[src/rtl/pic_instr_sequencer_if.sv]
// Bus between the PIC16 instruction sequencer and its ALU/regfile/PC neighbours.
// No handshake: instr is sampled on the clock edge that ends Q4, and the
// zero/bit-test results are consumed combinationally during Q4.
interface pic_instr_sequencer_if;
  logic [13:0] instr;
  logic        alu_out_z;
  logic        alu_bit_test_res;
  logic [1:0]  q_phase;
  logic [3:0]  alu_op;
  logic        lf_sel_lit;
  logic [7:0]  literal;
  logic [6:0]  f_addr;
  logic [2:0]  bit_sel;
  logic        alu_d;
  logic        alu_d_wr_en;
  logic        alu_status_wr_en;
  logic        f_rd_en;
  logic        bit_wr_en;
  logic        bit_val;
  logic        pc_inc;
  logic        pc_load;
  logic        stack_push;
  logic        stack_pop;

  modport master (
    input  instr, alu_out_z, alu_bit_test_res,
    output q_phase, alu_op, lf_sel_lit, literal, f_addr, bit_sel, alu_d,
           alu_d_wr_en, alu_status_wr_en, f_rd_en, bit_wr_en, bit_val,
           pc_inc, pc_load, stack_push, stack_pop
  );

  modport slave (
    output instr, alu_out_z, alu_bit_test_res,
    input  q_phase, alu_op, lf_sel_lit, literal, f_addr, bit_sel, alu_d,
           alu_d_wr_en, alu_status_wr_en, f_rd_en, bit_wr_en, bit_val,
           pc_inc, pc_load, stack_push, stack_pop
  );
endinterface

[src/rtl/pic_instr_sequencer.sv]
// PIC16F instruction sequencer: Q1-Q4 phase generator, instruction register,
// decoder and PC/stack control with one flushed cycle after branches and skips.
module pic_instr_sequencer (
  input  logic                         clk,
  input  logic                         rst,
  pic_instr_sequencer_if.master        bus
);

  localparam logic [3:0] ALU_NOP    = 4'd0;
  localparam logic [3:0] ALU_ADD    = 4'd1;
  localparam logic [3:0] ALU_AND    = 4'd2;
  localparam logic [3:0] ALU_CLR    = 4'd3;
  localparam logic [3:0] ALU_COM    = 4'd4;
  localparam logic [3:0] ALU_DEC    = 4'd5;
  localparam logic [3:0] ALU_INC    = 4'd6;
  localparam logic [3:0] ALU_OR     = 4'd7;
  localparam logic [3:0] ALU_PASSLF = 4'd8;
  localparam logic [3:0] ALU_PASSW  = 4'd9;
  localparam logic [3:0] ALU_RLF    = 4'd10;
  localparam logic [3:0] ALU_RRF    = 4'd11;
  localparam logic [3:0] ALU_SUB    = 4'd12;
  localparam logic [3:0] ALU_SWAPF  = 4'd13;
  localparam logic [3:0] ALU_XOR    = 4'd14;

  typedef enum logic [1:0] {
    Q1 = 2'd0,
    Q2 = 2'd1,
    Q3 = 2'd2,
    Q4 = 2'd3
  } phase_t;

  phase_t      r_phase;
  phase_t      w_phase_next;
  logic [13:0] r_ir;
  logic        r_flush;

  logic [3:0]  w_op;
  logic        w_lit;
  logic        w_d;
  logic        w_st;
  logic        w_fr;
  logic        w_wr;
  logic        w_bw;
  logic        w_bv;
  logic        w_push;
  logic        w_pop;
  logic        w_load;
  logic        w_br;
  logic        w_skz;
  logic        w_skb1;
  logic        w_skb0;
  logic        w_byte;

  logic        w_act;
  logic        w_skip;
  logic        w_flush_next;
  logic        w_q2;
  logic        w_q4;

  always_ff @(posedge clk or posedge rst) begin
    if (rst) begin
      r_phase <= Q1;
    end else begin
      r_phase <= w_phase_next;
    end
  end

  always_comb begin
    w_phase_next = r_phase;
    case (r_phase)
      Q1:      w_phase_next = Q2;
      Q2:      w_phase_next = Q3;
      Q3:      w_phase_next = Q4;
      Q4:      w_phase_next = Q1;
      default: w_phase_next = Q1;
    endcase
  end

  // Reset leaves flush set so the garbage cycle before the first fetch is a NOP.
  always_ff @(posedge clk or posedge rst) begin
    if (rst) begin
      r_ir    <= 14'h0000;
      r_flush <= 1'b1;
    end else if (r_phase == Q4) begin
      r_ir    <= bus.instr;
      r_flush <= w_flush_next;
    end
  end

  always_comb begin
    w_op   = ALU_NOP;
    w_lit  = 1'b0;
    w_d    = 1'b0;
    w_st   = 1'b0;
    w_fr   = 1'b0;
    w_wr   = 1'b0;
    w_bw   = 1'b0;
    w_bv   = 1'b0;
    w_push = 1'b0;
    w_pop  = 1'b0;
    w_load = 1'b0;
    w_br   = 1'b0;
    w_skz  = 1'b0;
    w_skb1 = 1'b0;
    w_skb0 = 1'b0;
    w_byte = 1'b0;

    casez (r_ir[13:8])
      6'b000000: begin
        if (r_ir[7]) begin
          w_op = ALU_PASSW;
          w_d  = 1'b1;
          w_wr = 1'b1;
        end else if (r_ir == 14'h0008 || r_ir == 14'h0009) begin
          w_pop = 1'b1;
          w_br  = 1'b1;
        end
      end
      6'b000001: begin
        w_op = ALU_CLR;
        w_d  = r_ir[7];
        w_wr = 1'b1;
        w_st = 1'b1;
      end
      6'b000010: begin w_op = ALU_SUB;    w_byte = 1'b1; end
      6'b000011: begin w_op = ALU_DEC;    w_byte = 1'b1; end
      6'b000100: begin w_op = ALU_OR;     w_byte = 1'b1; end
      6'b000101: begin w_op = ALU_AND;    w_byte = 1'b1; end
      6'b000110: begin w_op = ALU_XOR;    w_byte = 1'b1; end
      6'b000111: begin w_op = ALU_ADD;    w_byte = 1'b1; end
      6'b001000: begin w_op = ALU_PASSLF; w_byte = 1'b1; end
      6'b001001: begin w_op = ALU_COM;    w_byte = 1'b1; end
      6'b001010: begin w_op = ALU_INC;    w_byte = 1'b1; end
      6'b001100: begin w_op = ALU_RRF;    w_byte = 1'b1; end
      6'b001101: begin w_op = ALU_RLF;    w_byte = 1'b1; end
      6'b001110: begin w_op = ALU_SWAPF;  w_byte = 1'b1; end
      6'b001011, 6'b001111: begin
        w_op  = r_ir[10] ? ALU_INC : ALU_DEC;
        w_d   = r_ir[7];
        w_fr  = 1'b1;
        w_wr  = 1'b1;
        w_skz = 1'b1;
      end
      6'b0100??: begin w_fr = 1'b1; w_bw = 1'b1; end
      6'b0101??: begin w_fr = 1'b1; w_bw = 1'b1; w_bv = 1'b1; end
      6'b0110??: begin w_fr = 1'b1; w_skb0 = 1'b1; end
      6'b0111??: begin w_fr = 1'b1; w_skb1 = 1'b1; end
      6'b100???: begin w_push = 1'b1; w_load = 1'b1; w_br = 1'b1; end
      6'b101???: begin w_load = 1'b1; w_br = 1'b1; end
      6'b1100??: begin w_op = ALU_PASSLF; w_lit = 1'b1; w_wr = 1'b1; end
      6'b1101??: begin
        w_op  = ALU_PASSLF;
        w_lit = 1'b1;
        w_wr  = 1'b1;
        w_pop = 1'b1;
        w_br  = 1'b1;
      end
      6'b111000: begin w_op = ALU_OR;  w_lit = 1'b1; w_wr = 1'b1; w_st = 1'b1; end
      6'b111001: begin w_op = ALU_AND; w_lit = 1'b1; w_wr = 1'b1; w_st = 1'b1; end
      6'b111010: begin w_op = ALU_XOR; w_lit = 1'b1; w_wr = 1'b1; w_st = 1'b1; end
      6'b11110?: begin w_op = ALU_SUB; w_lit = 1'b1; w_wr = 1'b1; w_st = 1'b1; end
      6'b11111?: begin w_op = ALU_ADD; w_lit = 1'b1; w_wr = 1'b1; w_st = 1'b1; end
      default: ;
    endcase

    // Byte-oriented file ops share operand/destination handling; only SWAPF leaves status alone.
    if (w_byte) begin
      w_d  = r_ir[7];
      w_fr = 1'b1;
      w_wr = 1'b1;
      w_st = (w_op != ALU_SWAPF);
    end
  end

  assign w_act        = ~r_flush;
  assign w_q2         = (r_phase == Q2);
  assign w_q4         = (r_phase == Q4);
  assign w_skip       = (w_skz & bus.alu_out_z) |
                        (w_skb1 & bus.alu_bit_test_res) |
                        (w_skb0 & ~bus.alu_bit_test_res);
  assign w_flush_next = w_act & (w_br | w_skip);

  assign bus.q_phase          = r_phase;
  assign bus.alu_op           = w_op;
  assign bus.lf_sel_lit       = w_lit;
  assign bus.literal          = r_ir[7:0];
  assign bus.f_addr           = r_ir[6:0];
  assign bus.bit_sel          = r_ir[9:7];
  assign bus.alu_d            = w_d;
  assign bus.bit_val          = w_bv;
  assign bus.f_rd_en          = w_q2 & w_act & w_fr;
  assign bus.alu_d_wr_en      = w_q4 & w_act & w_wr;
  assign bus.alu_status_wr_en = w_q4 & w_act & w_st;
  assign bus.bit_wr_en        = w_q4 & w_act & w_bw;
  assign bus.pc_load          = w_q4 & w_act & w_load;
  assign bus.pc_inc           = w_q4 & ~(w_act & w_load);
  assign bus.stack_push       = w_q4 & w_act & w_push;
  assign bus.stack_pop        = w_q4 & w_act & w_pop;

endmodule
[src/flat_wrapper.sv]
// flat-port wrapper written by rule: the top's interface ports become plain ports
module pic_instr_sequencer_flat 
  (clk, rst, bus_instr, bus_alu_out_z, bus_alu_bit_test_res, bus_q_phase, bus_alu_op, bus_lf_sel_lit, bus_literal, bus_f_addr, bus_bit_sel, bus_alu_d, bus_alu_d_wr_en, bus_alu_status_wr_en, bus_f_rd_en, bus_bit_wr_en, bus_bit_val, bus_pc_inc, bus_pc_load, bus_stack_push, bus_stack_pop);
  pic_instr_sequencer_if bus_i ();
  input  logic clk;
  input  logic rst;
  input wire logic [$bits(bus_i.instr)-1:0] bus_instr;
  input wire logic [$bits(bus_i.alu_out_z)-1:0] bus_alu_out_z;
  input wire logic [$bits(bus_i.alu_bit_test_res)-1:0] bus_alu_bit_test_res;
  output wire logic [$bits(bus_i.q_phase)-1:0] bus_q_phase;
  output wire logic [$bits(bus_i.alu_op)-1:0] bus_alu_op;
  output wire logic [$bits(bus_i.lf_sel_lit)-1:0] bus_lf_sel_lit;
  output wire logic [$bits(bus_i.literal)-1:0] bus_literal;
  output wire logic [$bits(bus_i.f_addr)-1:0] bus_f_addr;
  output wire logic [$bits(bus_i.bit_sel)-1:0] bus_bit_sel;
  output wire logic [$bits(bus_i.alu_d)-1:0] bus_alu_d;
  output wire logic [$bits(bus_i.alu_d_wr_en)-1:0] bus_alu_d_wr_en;
  output wire logic [$bits(bus_i.alu_status_wr_en)-1:0] bus_alu_status_wr_en;
  output wire logic [$bits(bus_i.f_rd_en)-1:0] bus_f_rd_en;
  output wire logic [$bits(bus_i.bit_wr_en)-1:0] bus_bit_wr_en;
  output wire logic [$bits(bus_i.bit_val)-1:0] bus_bit_val;
  output wire logic [$bits(bus_i.pc_inc)-1:0] bus_pc_inc;
  output wire logic [$bits(bus_i.pc_load)-1:0] bus_pc_load;
  output wire logic [$bits(bus_i.stack_push)-1:0] bus_stack_push;
  output wire logic [$bits(bus_i.stack_pop)-1:0] bus_stack_pop;
  assign bus_i.instr = bus_instr;
  assign bus_i.alu_out_z = bus_alu_out_z;
  assign bus_i.alu_bit_test_res = bus_alu_bit_test_res;
  assign bus_q_phase = bus_i.q_phase;
  assign bus_alu_op = bus_i.alu_op;
  assign bus_lf_sel_lit = bus_i.lf_sel_lit;
  assign bus_literal = bus_i.literal;
  assign bus_f_addr = bus_i.f_addr;
  assign bus_bit_sel = bus_i.bit_sel;
  assign bus_alu_d = bus_i.alu_d;
  assign bus_alu_d_wr_en = bus_i.alu_d_wr_en;
  assign bus_alu_status_wr_en = bus_i.alu_status_wr_en;
  assign bus_f_rd_en = bus_i.f_rd_en;
  assign bus_bit_wr_en = bus_i.bit_wr_en;
  assign bus_bit_val = bus_i.bit_val;
  assign bus_pc_inc = bus_i.pc_inc;
  assign bus_pc_load = bus_i.pc_load;
  assign bus_stack_push = bus_i.stack_push;
  assign bus_stack_pop = bus_i.stack_pop;
  pic_instr_sequencer u_core (.clk(clk), .rst(rst), .bus(bus_i));
endmodule
[config.mk]
export PLATFORM = sky130hd
export DESIGN_NAME = pic_instr_sequencer_flat
export DESIGN_NICKNAME = d
export VERILOG_FILES = /design/src/rtl/pic_instr_sequencer_if.sv /design/src/rtl/pic_instr_sequencer.sv /design/src/flat_wrapper.sv
export SDC_FILE = /design/constraint.sdc
export NUM_CORES = 1
export LEC_CHECK = 0
export CELL_PAD_IN_SITES_DETAIL_PLACEMENT = 0
export CELL_PAD_IN_SITES_GLOBAL_PLACEMENT = 1
export CORE_ASPECT_RATIO = 0.7
export CORE_MARGIN = 2
export CORE_UTILIZATION = 28
export DETAILED_ROUTE_END_ITERATION = 10
export GPL_TIMING_DRIVEN = 0
export PLACE_DENSITY_LB_ADDON = 0.1
export SLEW_MARGIN = 0
export SYNTH_ARGS = -nofsm -noshare
export SYNTH_HDL_FRONTEND = slang
export SYNTH_SLANG_ARGS = --single-unit
[constraint.sdc]
create_clock -name clk -period 1.5 [get_ports clk]
set_input_delay 0.15 -clock clk [delete_from_list [all_inputs] [get_ports clk]]
set_output_delay 0.15 -clock clk [all_outputs]
set_load 0.01 [all_outputs]
; Yosys cells after proc, flatten, opt, wreduce, memory -nomap -nowiden
; Cells that the tools add are included.
[word_totals]
out_inout_bits = 35
input_bits = 18
ff_bits = 17
[op_classes]
n_mux = 26
eq_ne = 34
n_bitwise = 21
reduce_logical = 19
[ops]
columns = cell, n
row1 = $pmux 4 s15, 1
row2 = $eq 6x4->1 const B, 8
row3 = $eq 14x4->1 const B, 2
row4 = $eq 6x3->1 const B, 4
row5 = $eq 6x6->1 const B, 3
row6 = $mux 1, 18
row7 = $eq 4x3->1 const B, 4
row8 = $reduce_or 2->1, 8
row9 = $and 1x1->1, 15
row10 = $eq 6x2->1 const B, 2
row11 = $reduce_or 12->1, 1
row12 = $reduce_or 6->1, 2
row13 = $eq 5x5->1 const B, 2
row14 = $reduce_or 10->1, 1
row15 = $reduce_or 3->1, 3
row16 = $eq 4x4->1 const B, 2
row17 = $pmux 1 s2, 4
row18 = $pmux 2 s4, 1
row19 = $reduce_or 7->1, 1
row20 = $eq 3x3->1 const B, 2
row21 = $eq 6x1->1 const B, 1
row22 = $logic_not 6->1, 1
row23 = $eq 2x2->1 const B, 2
row24 = $mux 4, 1
row25 = other kinds (7), 11

; Longest topological paths before layout
[depth]
depth_word = 8
mapped_depth = 7

; Worst setup path before layout
; Ideal clock, no wire load.
[synth_timing]
path_type = register to output
start = register u_core.r_phase[0], in the netlist u_core.bus.q_phase[0]
end = output port bus_alu_status_wr_en
stages_incl_launch_ff = 6
slack_ps = -85
path_buffers = 2
arrival_time_ps = 1435
path_cell_list = dfrtp_1 -> ha_1 -> buf_2 -> nand2b_1 -> clkbuf_1 -> nor4_1
[synth_via]
elab_chain_len = 3
[synth_lines]
columns = element, line_no
row1 = "start, declared", pic_instr_sequencer.sv:32  ; phase_t r_phase;
row2 = "start signal, assigned", pic_instr_sequencer.sv:64  ; r_phase <= w_phase_next;
row3 = $eq 2x2->1, pic_instr_sequencer.sv:177  ; assign w_q4 = (r_phase == Q4);
row4 = $and 1x1->1 (2 in a row), pic_instr_sequencer.sv:193  ; assign bus.alu_status_wr_en = w_q4 & w_act & w_st;
row5 = "end, declared", flat_wrapper.sv:18  ; output wire logic [$bits(bus_i.alu_status_wr_en)-1:0] bus_alu_status_wr_en;
; No other way between the ends.

; Final worst setup path
[layout_timing]
start = register u_core.r_ir[5]
end = output port bus_stack_pop
[layout_via]
elab_chain_len = 6
elab_cells_between_ends = 7
[layout_lines]
columns = element, line_no
row1 = "start, declared", pic_instr_sequencer.sv:34  ; logic [13:0] r_ir;
row2 = "start signal, assigned", pic_instr_sequencer.sv:85  ; r_ir <= bus.instr;
row3 = $eq 14x4->1, pic_instr_sequencer.sv:114  ; end else if (r_ir == 14'h0008 || r_ir == 14'h0009) begin
row4 = $logic_or 1x1->1 *, pic_instr_sequencer.sv:114
row5 = $mux 1 *, pic_instr_sequencer.sv:114
row6 = $mux 1 *, pic_instr_sequencer.sv:110  ; if (r_ir[7]) begin
row7 = $pmux 1 s2 *, pic_instr_sequencer.sv:108  ; casez (r_ir[13:8])
row8 = $and 1x1->1 *, pic_instr_sequencer.sv:198  ; assign bus.stack_pop = w_q4 & w_act & w_pop;
row9 = "end, declared", flat_wrapper.sv:25  ; output wire logic [$bits(bus_i.stack_pop)-1:0] bus_stack_pop;
; Every way passes the cells marked *; elsewhere a longest branch is shown, timed or not.

==> summary.txt <==
Die
  • Cell Rows: 20
  • Die span in x: around 84 um
  • Initial Util: 0.2911
  • Die area: 5089 sq um
  • Die height: 60.29 um
  • Core area: 4354 sq um
  • Top Ports: 53

Job
  • Max cap viols: 0

Route
  • Routed length per instance: 15.81 um
  • Antenna-violating nets left: 0
  • Iteration-0 DRC Markers: 74
  • Highest Signal Layer: met4
  • Routed met3 length: 295 um
  • WL met2: between 2000 and 2500 um
  • Vias per cell: 4.759
  • Wire length on met1: roughly 2100 um
  • DR pass1 iterations: 4
  • Final WL: around 4600 um
  • Via count: about 1400
  • Number of remaining DRC errors: 0

STA
  • RSZ-0062 raised after global routing: yes
  • Max-slew violation count: 0
  • Min Tclk post-route: between 1.5 and 2 ns
  • Max Clock Freq: 526.9 MHz
  • Tightest Pin Transition: 0.7091 ns
  • Slew margin rel.: 0.5268
  • Final setup viols: 13
  • Final critical-path share of the clock period: 1.265
  • Min setup slack post-route: -0.3978 ns
  • Final hold violation count: 0
  • Clk_skew: 0.002123 ns

Logic synthesis
  • Post-synthesis xor/xnor area fraction: 0.01382
  • Post-synthesis mux area share: 0.1066
  • Yosys cell types: 42
  • Mapped cell area: 1267 sq um
  • Cell taking the most area after synthesis: dfrtp_1
  • Post-synthesis simple-gate area fraction: 0.2231
  • Syn_area_per_cell: 8.863 sq um
  • Synth Warn #: 0
  • Syn Inst Count: 143
  • Register area share after synthesis: 0.3366
  • Main combinational cell family by area after synthesis: simple AND/OR/NAND/NOR gates
  • Yosys top cell area share: 0.3159
  • Synthesized net count: 165
  • Synth Area in Adders: 0.03949
  • Count of state elements after synthesis: 17
  • Complex-gate fraction of the synthesized area: 0.1175
  • Top cells by area, synth: dfrtp_1, buf_4, mux2_2

Setup path
  • Crit start category: register
  • Setup crit end: bus_stack_pop
  • RR Endpoint: u_core.r_flush
  • R2R Setup Slk: -0.08 ns
  • CP Class: register to output port
  • Setup crit end kind: output port
  • CP required: 1.35 ns
  • CP max FO: 2
  • Setup crit start: u_core.r_ir[5]
  • Worst path arrival time: around 1.8 ns
  • Register-to-Register Path Depth: 5
  • Worst R2R Start: u_core.r_ir[5]

Power
  • Comb pwr share: 0.346
  • Pwr/cell area: between 500 and 600 nW/um^2
  • Net switching power: 0.3838 mW
  • Clock power share: 0.271
  • Pwr Total: 1.328 mW
  • VDD IR max: 0.0003550 V
  • Switch share: 0.2889
  • Flop pwr share: 0.383
  • Leakage power: 1.128 nW
  • Internal: 0.9445 mW

CTS
  • Worst-Skew Late Latency: around 0.26 ns
  • TritonCTS Sinks: 17
  • H-tree depth: 1
  • Max Root-Sink Buffers: 2
  • CTS buffer count: 3
  • Clock Root Buffer: clkbuf_8
  • CTS clk-pin slew, worst paths: 0.07 ns
  • CTS tree: done

Place
  • Detailed Place HPWL: ~2800 um
  • Final GP Congestion: 0.8077
  • PortBufs: between 50 and 60
  • Dpl ws: -0.6317 ns

Cells and area
  • Fraction of layout instances using a drive strength above 1: 0.6043
  • P&R area growth vs syn: 95.36%
  • Fillcell total: 399
  • Area of the multi-input gates: 837.1 sq um
  • Final layout net count: 258
  • Seq. cell area: 431.7 sq um
  • Diodes inserted: 0

Status
  • Status: complete, but fails checks
  • Violated checks: setup timing

Global routing
  • Vias in the first global route: 1354
  • GRT Total Usage: 0.1743
  • Antenna violations before repair: 0
  • Largest net degree at the start of global routing: 18
  • Total grt overflow: 0
  • Global-route wire length before repair: 6851 um

Worst hold path
  • Hold Path Class: input port to async pin
## sequential cells by signal, summed over array words and instances, names as in the netlist
register / flops
u_core.bus.q_phase: 2
u_core.r_flush: 1
u_core.r_ir: 14
## how the worst min path moves through the flow
| stage | from | endpoint | slack [ns] | cells after the start |
|---|---|---|---|---|
| after global routing | rst | u_core.r_ir[0] | 0.38 | 2 |
| after detailed placement | u_core.r_ir[0] | u_core.r_ir[0] | 0.53 | 1 |
| after CTS | rst | u_core.r_ir[0] | 0.33 | 2 |
| final | rst | u_core.r_ir[0] | 0.30 | 2 |
| after global placement | u_core.r_ir[0] | u_core.r_ir[0] | 0.52 | 1 |
| after floorplan | rst | u_core.bus.q_phase[0] | 0.08 | 1 |
## power groups by stage
stage	combinational (mW)	clock, mW	sequential (mW)
after floorplan	0.174	0	0.508
after global placement	0.320	0	0.514
after detailed placement	0.324	0	0.516
after CTS	0.385	0.373	0.508
after global routing	0.488	0.401	0.512
final	0.459	0.360	0.509
## cell families after synthesis
group / after synthesis
AO/OA/AOI/OAI: 23
XOR/XNOR: 2
adder cells (fa/ha/maj): 4
buffers and inverters: 34
flip-flops: 17
multiplexers: 12
AND/OR/NAND/NOR: 51
## cells in the final DEF, fill, tap and decap left out, types with 3 or more instances in the layout
| master | n |
|---|---|
| ha_1 | 3 |
| clkbuf_8 | 3 |
| nand4_1 | 3 |
| dfrtp_2 | 4 |
| a21oi_2 | 3 |
| dlygate4sd2_1 | 3 |
| buf_4 | 50 |
| a21oi_1 | 4 |
| dfrtp_1 | 12 |
| buf_2 | 12 |
| nand2_1 | 7 |
| buf_6 | 17 |
| clkdlybuf4s50_1 | 26 |
| nor2_1 | 4 |
| nand2b_4 | 3 |
| nand2b_1 | 3 |
| inv_1 | 4 |
| o21ai_1 | 3 |
| dlymetal6s2s_1 | 3 |
| nor2b_1 | 3 |
| nor3_2 | 4 |
| mux2_2 | 12 |
## final cells by class
type                            count  area share
Buffer                             25     0.09348
Clock buffer                        3     0.01668
Clock inverter                      1    0.003032
Inverter                            5    0.007580
Multi-Input combinational cell     92      0.3381
Sequential cell                    17      0.1743
Tap cell                           55     0.02779
Timing Repair Buffer               92      0.3391
## per-layer routing
layer,vias up,global-route usage
met4,0,0.02041
met5,-,0
met2,56,0.2914
met1,657,0.2228
met3,4,0.06906
li1,663,-
## critical path, cell delays in order (launching register included)
cell     delay [ns]
dfrtp_1        0.39
or4b_4         0.54
nor3_2         0.14
nand4_1        0.18
nand2_2        0.14
buf_6          0.10
## cell usage after synthesis, drive strengths merged
cell type,count
o22ai,1
o21ai,5
o31ai,1
nand4,3
and3,3
xor2,1
and2,2
nor4,2
a32o,1
ha,4
a221o,1
nor2,8
o2111ai,1
dfrtp,16
nor4b,1
dfstp,1
o21a,1
clkbuf,3
o221ai,1
nor3b,1
inv,5
o21bai,1
or4b,1
a32oi,1
a21oi,8
nor2b,4
mux2,12
or3,3
nand3,1
buf,26
nand2b,6
xnor2,1
o32ai,1
or4,1
or2,1
nor3,5
nand2,9
## timing repair
item / 4_1_cts / 5_1_grt
buffers inserted: 29 / 17
pin swaps: 10 / 17
endpoints found under the setup margin: 27 / 17
endpoints found under the hold margin: 0 / 0
hold buffers: 0 / 0
resized for setup: 121 / 42
gates cloned: 0 / 1
## metrics by stage
stage / std cells / TNS (ns) / hold WS, ns / instance area [sq um] / utilization
6_report: 290 / -2.827 / 0.3032 / 2476 / 0.5687
5_1_grt: 290 / -3.775 / 0.3850 / 2476 / 0.5687
4_1_cts: 277 / -2.969 / 0.3300 / 2235 / 0.5132
3_5_place_dp: 250 / -7.808 / 0.5263 / 1876 / 0.4307
3_3_place_gp: 250 / -7.357 / 0.5200 / 1876 / 0.4307
2_1_floorplan: 143 / 0 / 0.07534 / 1286 / -
Note: power is estimated with default switching activity, not from simulation.
